==> src/rtl/arm7tdmi_pkg.sv <==
// Shared ARM7TDMI core package.
// Purpose : common types and constants for the decode and execute blocks.
// Contents: instr_type_t   - instruction class produced by decode
//           swap_state_t   - SWP/SWPB sequencer states
//           BYTE_LANES     - number of byte lanes on the 32-bit data bus
package arm7tdmi_pkg;

  localparam int BYTE_LANES = 4;

  typedef enum logic [3:0] {
    INSTR_DATA_PROC,
    INSTR_MULTIPLY,
    INSTR_SINGLE_SWAP,
    INSTR_BRANCH_EXCHANGE,
    INSTR_SINGLE_DATA_TRANSFER,
    INSTR_BLOCK_DATA_TRANSFER,
    INSTR_BRANCH,
    INSTR_COPROC,
    INSTR_SWI,
    INSTR_UNDEFINED
  } instr_type_t;

  typedef enum logic [1:0] {
    IDLE,
    READ,
    WRITE,
    WB
  } swap_state_t;

endpackage

==> src/rtl/arm7tdmi_swap_lane.sv <==
// Byte-lane steering for SWP/SWPB (purely combinational).
// Ports: byte_sel  - 1 = SWPB, 0 = SWP
//        lane      - address bits [1:0]
//        rdata_raw - raw word from the memory bus
//        wsrc      - store data (Rm)
//        rdata_ext - read data as it must land in Rd
//        wdata     - write data for the memory bus
//        be        - byte enables for the memory bus
module arm7tdmi_swap_lane
  import arm7tdmi_pkg::*;
(
  input  logic                  byte_sel,
  input  logic [1:0]            lane,
  input  logic [31:0]           rdata_raw,
  input  logic [31:0]           wsrc,
  output logic [31:0]           rdata_ext,
  output logic [31:0]           wdata,
  output logic [BYTE_LANES-1:0] be
);

  logic [31:0] rot;

  // Rotate right by 8*lane; the addressed byte ends up in bits [7:0],
  // so the same rotation also serves the SWPB zero-extend path.
  always_comb begin
    case (lane)
      2'd1:    rot = {rdata_raw[7:0],  rdata_raw[31:8]};
      2'd2:    rot = {rdata_raw[15:0], rdata_raw[31:16]};
      2'd3:    rot = {rdata_raw[23:0], rdata_raw[31:24]};
      default: rot = rdata_raw;
    endcase
  end

  assign rdata_ext = byte_sel ? {24'd0, rot[7:0]} : rot;
  assign wdata     = byte_sel ? {4{wsrc[7:0]}} : wsrc;
  assign be        = byte_sel ? (4'b0001 << lane) : 4'b1111;

endmodule

==> src/rtl/arm7tdmi_swap_unit.sv <==
// SWP/SWPB execution sequencer.
// Performs a locked read-then-write on the data port and writes the
// original memory value to Rd. All outputs are registered from the
// next-state decode, so nothing is combinational from start.
// Ports: clk, rst (sync, active-high)
//        start/swap_byte/rd_idx/rn_data/rm_data - issued swap and operands
//        mem_*   - data memory port (lock held across read and write)
//        reg_*   - register-file write port
//        busy/done/abort - pipeline stall and completion pulses
module arm7tdmi_swap_unit
  import arm7tdmi_pkg::*;
#(
  parameter int ADDR_W = 32,
  parameter int DATA_W = 32
) (
  input  logic                  clk,
  input  logic                  rst,
  input  logic                  start,
  input  logic                  swap_byte,
  input  logic [3:0]            rd_idx,
  input  logic [ADDR_W-1:0]     rn_data,
  input  logic [DATA_W-1:0]     rm_data,
  output logic [ADDR_W-1:0]     mem_addr,
  output logic [DATA_W-1:0]     mem_wdata,
  input  logic [DATA_W-1:0]     mem_rdata,
  output logic                  mem_re,
  output logic                  mem_we,
  output logic [BYTE_LANES-1:0] mem_be,
  output logic                  mem_lock,
  input  logic                  mem_ready,
  input  logic                  mem_abort,
  output logic                  reg_we,
  output logic [3:0]            reg_waddr,
  output logic [DATA_W-1:0]     reg_wdata,
  output logic                  busy,
  output logic                  done,
  output logic                  abort
);

  swap_state_t state_q, state_d;

  logic [ADDR_W-1:0]     addr_q, addr_d;
  logic [DATA_W-1:0]     wsrc_q, wsrc_d;
  logic                  byte_q, byte_d;
  logic [3:0]            rd_q, rd_d;
  logic [DATA_W-1:0]     rdata_q, rdata_d;

  logic [ADDR_W-1:0]     mem_addr_q, mem_addr_d;
  logic [DATA_W-1:0]     mem_wdata_q, mem_wdata_d;
  logic                  mem_re_q, mem_re_d;
  logic                  mem_we_q, mem_we_d;
  logic [BYTE_LANES-1:0] mem_be_q, mem_be_d;
  logic                  mem_lock_q, mem_lock_d;
  logic                  reg_we_q, reg_we_d;
  logic [3:0]            reg_waddr_q, reg_waddr_d;
  logic [DATA_W-1:0]     reg_wdata_q, reg_wdata_d;
  logic                  busy_q, busy_d;
  logic                  done_q, done_d;
  logic                  abort_q, abort_d;

  logic [31:0]           lane_rdata;
  logic [31:0]           lane_wdata;
  logic [BYTE_LANES-1:0] lane_be;
  logic                  bus_active;

  // Lane steering runs on the next-cycle captured operands; outside IDLE
  // these equal the captured registers, so the read rotation sees the
  // address of the swap in flight.
  arm7tdmi_swap_lane u_lane (
    .byte_sel  (byte_d),
    .lane      (addr_d[1:0]),
    .rdata_raw (mem_rdata),
    .wsrc      (wsrc_d),
    .rdata_ext (lane_rdata),
    .wdata     (lane_wdata),
    .be        (lane_be)
  );

  // Next-state and next-output decode. Abort is only honoured together
  // with mem_ready; an abort in either phase returns straight to IDLE
  // without touching the register file.
  always_comb begin
    state_d = state_q;
    addr_d  = addr_q;
    wsrc_d  = wsrc_q;
    byte_d  = byte_q;
    rd_d    = rd_q;
    rdata_d = rdata_q;
    abort_d = 1'b0;

    case (state_q)
      IDLE: begin
        if (start) begin
          addr_d  = rn_data;
          wsrc_d  = rm_data;
          byte_d  = swap_byte;
          rd_d    = rd_idx;
          state_d = READ;
        end
      end
      READ: begin
        if (mem_ready) begin
          if (mem_abort) begin
            abort_d = 1'b1;
            state_d = IDLE;
          end else begin
            rdata_d = lane_rdata;
            state_d = WRITE;
          end
        end
      end
      WRITE: begin
        if (mem_ready) begin
          if (mem_abort) begin
            abort_d = 1'b1;
            state_d = IDLE;
          end else begin
            state_d = WB;
          end
        end
      end
      default: begin
        state_d = IDLE;
      end
    endcase

    bus_active  = (state_d == READ) || (state_d == WRITE);
    mem_re_d    = (state_d == READ);
    mem_we_d    = (state_d == WRITE);
    mem_lock_d  = bus_active;
    mem_addr_d  = '0;
    mem_be_d    = '0;
    mem_wdata_d = '0;
    if (bus_active) begin
      // Word swaps always use the aligned word; the rotation on the read
      // side is what reproduces the ARM7 unaligned-load behaviour.
      mem_addr_d = byte_d ? addr_d : {addr_d[ADDR_W-1:2], 2'b00};
      mem_be_d   = lane_be;
    end
    if (mem_we_d) begin
      mem_wdata_d = lane_wdata;
    end

    reg_we_d    = (state_d == WB);
    reg_waddr_d = reg_we_d ? rd_d : 4'd0;
    reg_wdata_d = reg_we_d ? rdata_d : '0;
    done_d      = reg_we_d;
    busy_d      = (state_d != IDLE);
  end

  // Single state/output register; reset drops the lock and cancels any
  // pending register write on the very next edge.
  always_ff @(posedge clk) begin
    if (rst) begin
      state_q     <= IDLE;
      addr_q      <= '0;
      wsrc_q      <= '0;
      byte_q      <= 1'b0;
      rd_q        <= 4'd0;
      rdata_q     <= '0;
      mem_addr_q  <= '0;
      mem_wdata_q <= '0;
      mem_re_q    <= 1'b0;
      mem_we_q    <= 1'b0;
      mem_be_q    <= '0;
      mem_lock_q  <= 1'b0;
      reg_we_q    <= 1'b0;
      reg_waddr_q <= 4'd0;
      reg_wdata_q <= '0;
      busy_q      <= 1'b0;
      done_q      <= 1'b0;
      abort_q     <= 1'b0;
    end else begin
      state_q     <= state_d;
      addr_q      <= addr_d;
      wsrc_q      <= wsrc_d;
      byte_q      <= byte_d;
      rd_q        <= rd_d;
      rdata_q     <= rdata_d;
      mem_addr_q  <= mem_addr_d;
      mem_wdata_q <= mem_wdata_d;
      mem_re_q    <= mem_re_d;
      mem_we_q    <= mem_we_d;
      mem_be_q    <= mem_be_d;
      mem_lock_q  <= mem_lock_d;
      reg_we_q    <= reg_we_d;
      reg_waddr_q <= reg_waddr_d;
      reg_wdata_q <= reg_wdata_d;
      busy_q      <= busy_d;
      done_q      <= done_d;
      abort_q     <= abort_d;
    end
  end

  assign mem_addr  = mem_addr_q;
  assign mem_wdata = mem_wdata_q;
  assign mem_re    = mem_re_q;
  assign mem_we    = mem_we_q;
  assign mem_be    = mem_be_q;
  assign mem_lock  = mem_lock_q;
  assign reg_we    = reg_we_q;
  assign reg_waddr = reg_waddr_q;
  assign reg_wdata = reg_wdata_q;
  assign busy      = busy_q;
  assign done      = done_q;
  assign abort     = abort_q;

endmodule

==> config.mk <==
export PLATFORM = sky130hd
export DESIGN_NAME = arm7tdmi_swap_unit
export DESIGN_NICKNAME = d
export VERILOG_FILES = /design/src/rtl/arm7tdmi_pkg.sv /design/src/rtl/arm7tdmi_swap_lane.sv /design/src/rtl/arm7tdmi_swap_unit.sv
export SDC_FILE = /design/constraint.sdc
export NUM_CORES = 1
export LEC_CHECK = 0
export ABC_AREA = 1
export BUFFER_PORTS_ARGS = -buffer_cell sky130_fd_sc_hd__buf_2
export CAP_MARGIN = 20
export CORE_ASPECT_RATIO = 2
export CORE_MARGIN = 5
export CORE_UTILIZATION = 52
export DETAILED_ROUTE_END_ITERATION = 10
export PLACE_DENSITY = 0.79
export SYNTH_ARGS = -nofsm -noshare
export SYNTH_HDL_FRONTEND = slang
export SYNTH_SLANG_ARGS = --single-unit
==> constraint.sdc <==
create_clock -name clk -period 2.9 [get_ports clk]
set_input_delay 0.435 -clock clk [delete_from_list [all_inputs] [get_ports clk]]
set_output_delay 0.435 -clock clk [all_outputs]
set_load 0.1 [all_outputs]
### Word-level counts from Yosys, hierarchy flattened

Index checks and enable logic that the tools add are counted.

* RAM bits: 0
* memories: 0
* input port bits: 106
* register bits after elaboration: 213
* output and inout bits: 111
* memory bits (read-only): 0
* logic and storage cells: 64
* latch bits: 0

* $mul: 0
* add/sub/neg operators: 0
* multiplexer cells: 22
* reduce and logical (&&, ||, !) cells: 9
* equality and inequality tests: 8
* divide/modulo/power cells: 0
* shift-type cells: 1
* order comparisons: 0
* bitwise operators: 6

Operators by type and width (count)
* $mux W32: 9
* $pmux W32 S3: 1
* $mux W4: 3
* $eq A2 B2 Y1 const B: 5
* $mux W2: 5
* $reduce_or A2 Y1: 4
* $eq A2 B1 Y1 const B: 3
* $not A1 Y1: 6
* $pmux W2 S3: 1
* $reduce_or A3 Y1: 2
* $shl A1 B2 Y4 const A: 1
* $mux W1: 3
* $logic_not A2 Y1: 1
* $reduce_bool A2 Y1: 1
* $logic_or A1 B1 Y1: 1

### Depth between registers and ports, before layout

* word-level depth: 8
* depth in mapped cells: 14

### By module

Synthesis repeated with hierarchy kept, for this count alone.

* cell total of the unflattened synthesis: 1151
* area total of the unflattened synthesis: 8737.1 um^2

By module, submodules not included
* arm7tdmi_swap_unit: cells an instance 816, sequential area each 4264.1 um^2, times used 1, area each 7188.1 um^2
* arm7tdmi_swap_lane: cells an instance 335, sequential area each 0.0 um^2, times used 1, area each 1549.0 um^2

### Worst setup path after synthesis

No wires, ideal clock.

* path type: reg-to-reg
* start point: register state_q[0]
* end point: register mem_addr_q[31], in the netlist mem_addr[31]
* arrival: 2303 ps
* stages on the path, launching flop included: 15
* required time: 2782 ps
* path slack: 479 ps
* library setup time: 118 ps
* path through: dfxtp_1 > inv_1 > ha_1 > buf_2 > nand2_4 > buf_2 > buf_2 > nand3_1 > nand2_1 > ha_1 > inv_1 > clkbuf_1 > nor2_1 > inv_1 > nor2_1

* cells in the longest elaborated chain, start to end: 6
* elaborated cells on any way between the ends: 13
* those cells by class: eq/ne (4); mux (5); bitwise (1); reduce/logical (3)

RTL lines
* from (decl): RTL line arm7tdmi_swap_unit.sv:40 `swap_state_t state_q, state_d;`
* from (signal assigned): RTL line arm7tdmi_swap_unit.sv:174 `state_q <= state_d;`
* $eq A2 B2 Y1, or another cell as far along: RTL line arm7tdmi_swap_unit.sv:91 `case (state_q)`
* $pmux W2 S3 (*): RTL line arm7tdmi_swap_unit.sv:91
* $eq A2 B1 Y1 or $eq A2 B2 Y1 (tied branches): RTL line arm7tdmi_swap_unit.sv:127 `bus_active = (state_d == READ) || (state_d == WRITE);`
* $logic_or A1 B1 Y1 (*): RTL line arm7tdmi_swap_unit.sv:127
* via bus_active: RTL line arm7tdmi_swap_unit.sv:64 `logic bus_active;`
* $not A1 Y1 (no source line) (*)
* $reduce_or A2 Y1 (no source line) (*)
* to (signal assigned): RTL line arm7tdmi_swap_unit.sv:180 `mem_addr_q <= mem_addr_d;`
* to (decl): RTL line arm7tdmi_swap_unit.sv:48 `logic [ADDR_W-1:0] mem_addr_q, mem_addr_d;`

Mark *: on every way through the listed nets, which the timed path passes. The rest lies on a longest branch.
A chain may end at the register's enable or synchronous reset.

### Worst setup path after layout

* start point: register state_q[1]
* end point: register mem_be_q[0], in the netlist mem_be[0]

* cells in the longest elaborated chain, start to end: 6
* elaborated cells on any way between the ends: 16
* those cells by class: eq/ne (4); shift (1); mux (7); bitwise (1); reduce/logical (3)

RTL lines
* $eq A2 B2 Y1, or another cell as far along: RTL line arm7tdmi_swap_unit.sv:91
* $pmux W2 S3 (*): RTL line arm7tdmi_swap_unit.sv:91
* via state_d[1]: RTL line arm7tdmi_swap_unit.sv:40
* $eq A2 B1 Y1 or $eq A2 B2 Y1 (tied branches): RTL line arm7tdmi_swap_unit.sv:127
* $logic_or A1 B1 Y1 (*): RTL line arm7tdmi_swap_unit.sv:127
* via bus_active: RTL line arm7tdmi_swap_unit.sv:64
* $not A1 Y1 (no source line) (*)
* $reduce_or A2 Y1 (no source line) (*)
* to (signal assigned): RTL line arm7tdmi_swap_unit.sv:184 `mem_be_q <= mem_be_d;`
* to (decl): RTL line arm7tdmi_swap_unit.sv:52 `logic [BYTE_LANES-1:0] mem_be_q, mem_be_d;`

Marked as above.

==> summary.md <==
| Metric | Value |
|---|---|
| Congestion Overflow GR | `0` |
| Seq/Total Area, Yosys | `53.2%` |
| DRT Wirelength | `22300 um` |
| Leakage | `approximately 4.8 nW` |
| Via Count | `roughly 7000` |
| Min Hold Slack | `210 ps` |
| Routability cong. | `roughly 0.95` |
| CTS-repair resized insts | `0` |
| HP Class | `in -> reg` |
| YS warnings | `0` |
| Synthesized area | `0.00802 mm2` |
| Sink Count | `approximately 210` |
| Crit start category | `flop` |
| Clock root buffer master | `clkbuf_16` |
| Critical path class | `reg -> reg` |
| Unrepaired setup endpoints after global routing | `false` |
| 1st-iter DRT viols | `roughly 270` |
| Worst setup EP type | `flop` |
| Drc violations | `0` |
| Crit Path Max Fanout | `30` |
| Register clock-pin slew on the reported worst setup and hold paths | `approximately 70 ps` |
| Status | `finished clean` |
| Max-slew violation count | `0` |
| Die width | `just under 100 um` |
| Fmax | `396 MHz` |
| Setup TNS | `0 ps` |
| Post-layout nets | `1308` |
| Area share of the largest cell type after synthesis | `between 50% and 60%` |
| Fraction of layout cells with a size suffix above 1 | `approximately a quarter` |
| Arr. time, crit path | `about 3000 ps` |
| I/O pin total | `between 200 and 250` |
| Crit share post-route | `about 87%` |
| Setup bufs post-CTS | `0` |
| Worst vdd ir | `around 0.00052 V` |
| CTS max path bufs | `3` |
| Leading area contributor after synthesis | `dfxtp_1` |
| Global Route Usage Sum | `a little under a quarter` |
| Fin cells | `~1400` |
| Antenna violations before repair | `2` |
| Routed WL per cell | `approximately 16 um` |
| Overall power | `approximately 7.2 mW` |
| Max H-tree Level | `1` |
| TritonCTS clock tree | `yes` |
| Syn_nets | `around 1100` |
| Pwr dens | `between 700 and 800 mW/mm2` |
| Worst slew pin tran | `roughly 680 ps` |
| Post-Place Cells | `about 1400` |
| Worst skew pair latency | `480 ps` |
| Worst EP required | `between 3000 and 4000 ps` |
| Clock Skew | `11.0 ps` |
| Die ar. | `around 0.018 mm2` |
| Mean Syn Cell Area | `about 8.0 um2` |
| Die extent in y | `roughly 190 um` |
| Placeable Area | `~0.015 mm2` |
| Cts hold-fix bufs | `0` |
| Final setup fails | `0` |
| First-pass GRT wire length | `roughly 35000 um` |
| Pin count of the biggest net entering global routing | `136` |
| Final ANT Viol Nets | `0` |
| Area contributors post-synth | `dfxtp_1 53%, nand2_1 8.4%, nor2_1 5.8%` |
| TritonCTS buffer count | `18` |
| Final Hold Vio Count | `0` |
| Most frequent cells in the layout | `215 x buf_2, 213 x dfxtp_1, 180 x nand2_1, 124 x nor2_1, 92 x a21oi_1` |
| Vias in the first global route | `roughly 7100` |
| Most common cell after layout, fill and taps aside | `buf_2` |
| Fin crit period | `2530 ps` |
| Synth Instances | `around 1000` |
| I/O Buffers | `216` |
| Register bit count reported by yosys | `~210` |
| Vias per Instance | `5.13` |
| Initial Util | `between 50% and 60%` |
| Max_cap viols | `0` |
| FP Rows | `64` |
| Slew HR | `a little over half` |
| Synth cell types | `24` |
| Area grow syn2layout | `21.9%` |
| DP HPWL | `between 15000 and 20000 um` |
| Pre-antenna DRT Iters | `5` |
==> cell families (layout without fill, tap and decap cells) <==
kind of cell,count (synthesis),after routing,synth area share (%)
compound gates,188,188,12.7
fa+ha+maj,8,8,1.25
buf+inv,147,344,7.66
flops,213,213,53.2
mux,5,5,0.624
other cells,0,3,0
simple gates,446,446,24.6
==> cells in the mapped netlist <==
cell,instances
dfxtp_1,213
nand3_1,40
mux2i_1,5
clkbuf_1,34
inv_1,83
buf_4,4
o21ai_1,17
a21oi_1,92
nand2_1,180
clkbuf_2,5
o21a_1,32
buf_1,1
nand2_2,5
nor2_4,4
nor2_1,124
o21ai_0,47
nand2_4,2
or2_2,33
nor3_1,29
ha_1,8
buf_2,15
buf_6,3
inv_2,2
nor4_1,29
==> metal layers <==
layer  vias to the layer above  global-route usage [%]  share of wire, %
li1                       3620                       -                 -
met1                      3269                    23.7                35
met2                       252                    44.5                54
met3                        67                    3.79               5.8
met4                         0                    15.0               6.0
met5                         -                       0                 0
==> flip-flops by register name, indices dropped and copies added, names as in the netlist, 2 cells and up <==
name       cells
wsrc_q        32
state_q        2
mem_be         4
addr_q        32
mem_addr      32
rd_q           4
rdata_q       32
reg_wdata     32
reg_waddr      4
mem_wdata     32
==> report_power, final <==
part           switching [mW]  internal (mW)
Combinational            1.24          0.415
Clock                    1.05           1.37
Sequential             0.0488           3.11
==> through the flow <==
stage | utilization, % | setup WS, ps | cell area (um2)
6_report | 64.3 | 374 | 9780
5_1_grt | 64.3 | 73.1 | 9780
4_1_cts | 64.2 | 281 | 9770
3_5_place_dp | 60.3 | 346 | 9180
3_3_place_gp | 60.3 | 448 | 9180
2_1_floorplan | - | 479 | 8020
==> cell type report <==
cell class,count,area (um2)
fillers,1375,5430
flip-flops and latches,213,4260
multi-input cells,647,3150
repair buffers,229,1210
clock buffers,25,528
inverters,85,319
well taps,198,248
clock inverters,5,61.3
diodes,3,7.51
==> final timing paths <==
path | start | endpoint | slack (ps) | cells past startpoint
worst max-delay path | state_q[1]$_SDFF_PP0_ | mem_be[0]$_SDFF_PP0_ | 370 | 11
worst min-delay path | rn_data[31] | addr_q[31]$_SDFF_PP0_ | 210 | 3
worst max register to register | state_q[1]$_SDFF_PP0_ | mem_be[0]$_SDFF_PP0_ | 370 | 11
worst min register to register | rdata_q[23]$_SDFF_PP0_ | rdata_q[23]$_SDFF_PP0_ | 470 | 2
==> worst max-delay path, stage by stage, from the launching register on <==
cell	delay [ps]
dfxtp_1	340
inv_1	120
ha_2	280
nand2_1	80
a21oi_1	280
inv_1	140
ha_1	340
inv_1	50
buf_4	230
nor2_1	270
inv_1	170
a21oi_1	160
Power figures use the tool's default switching activity.
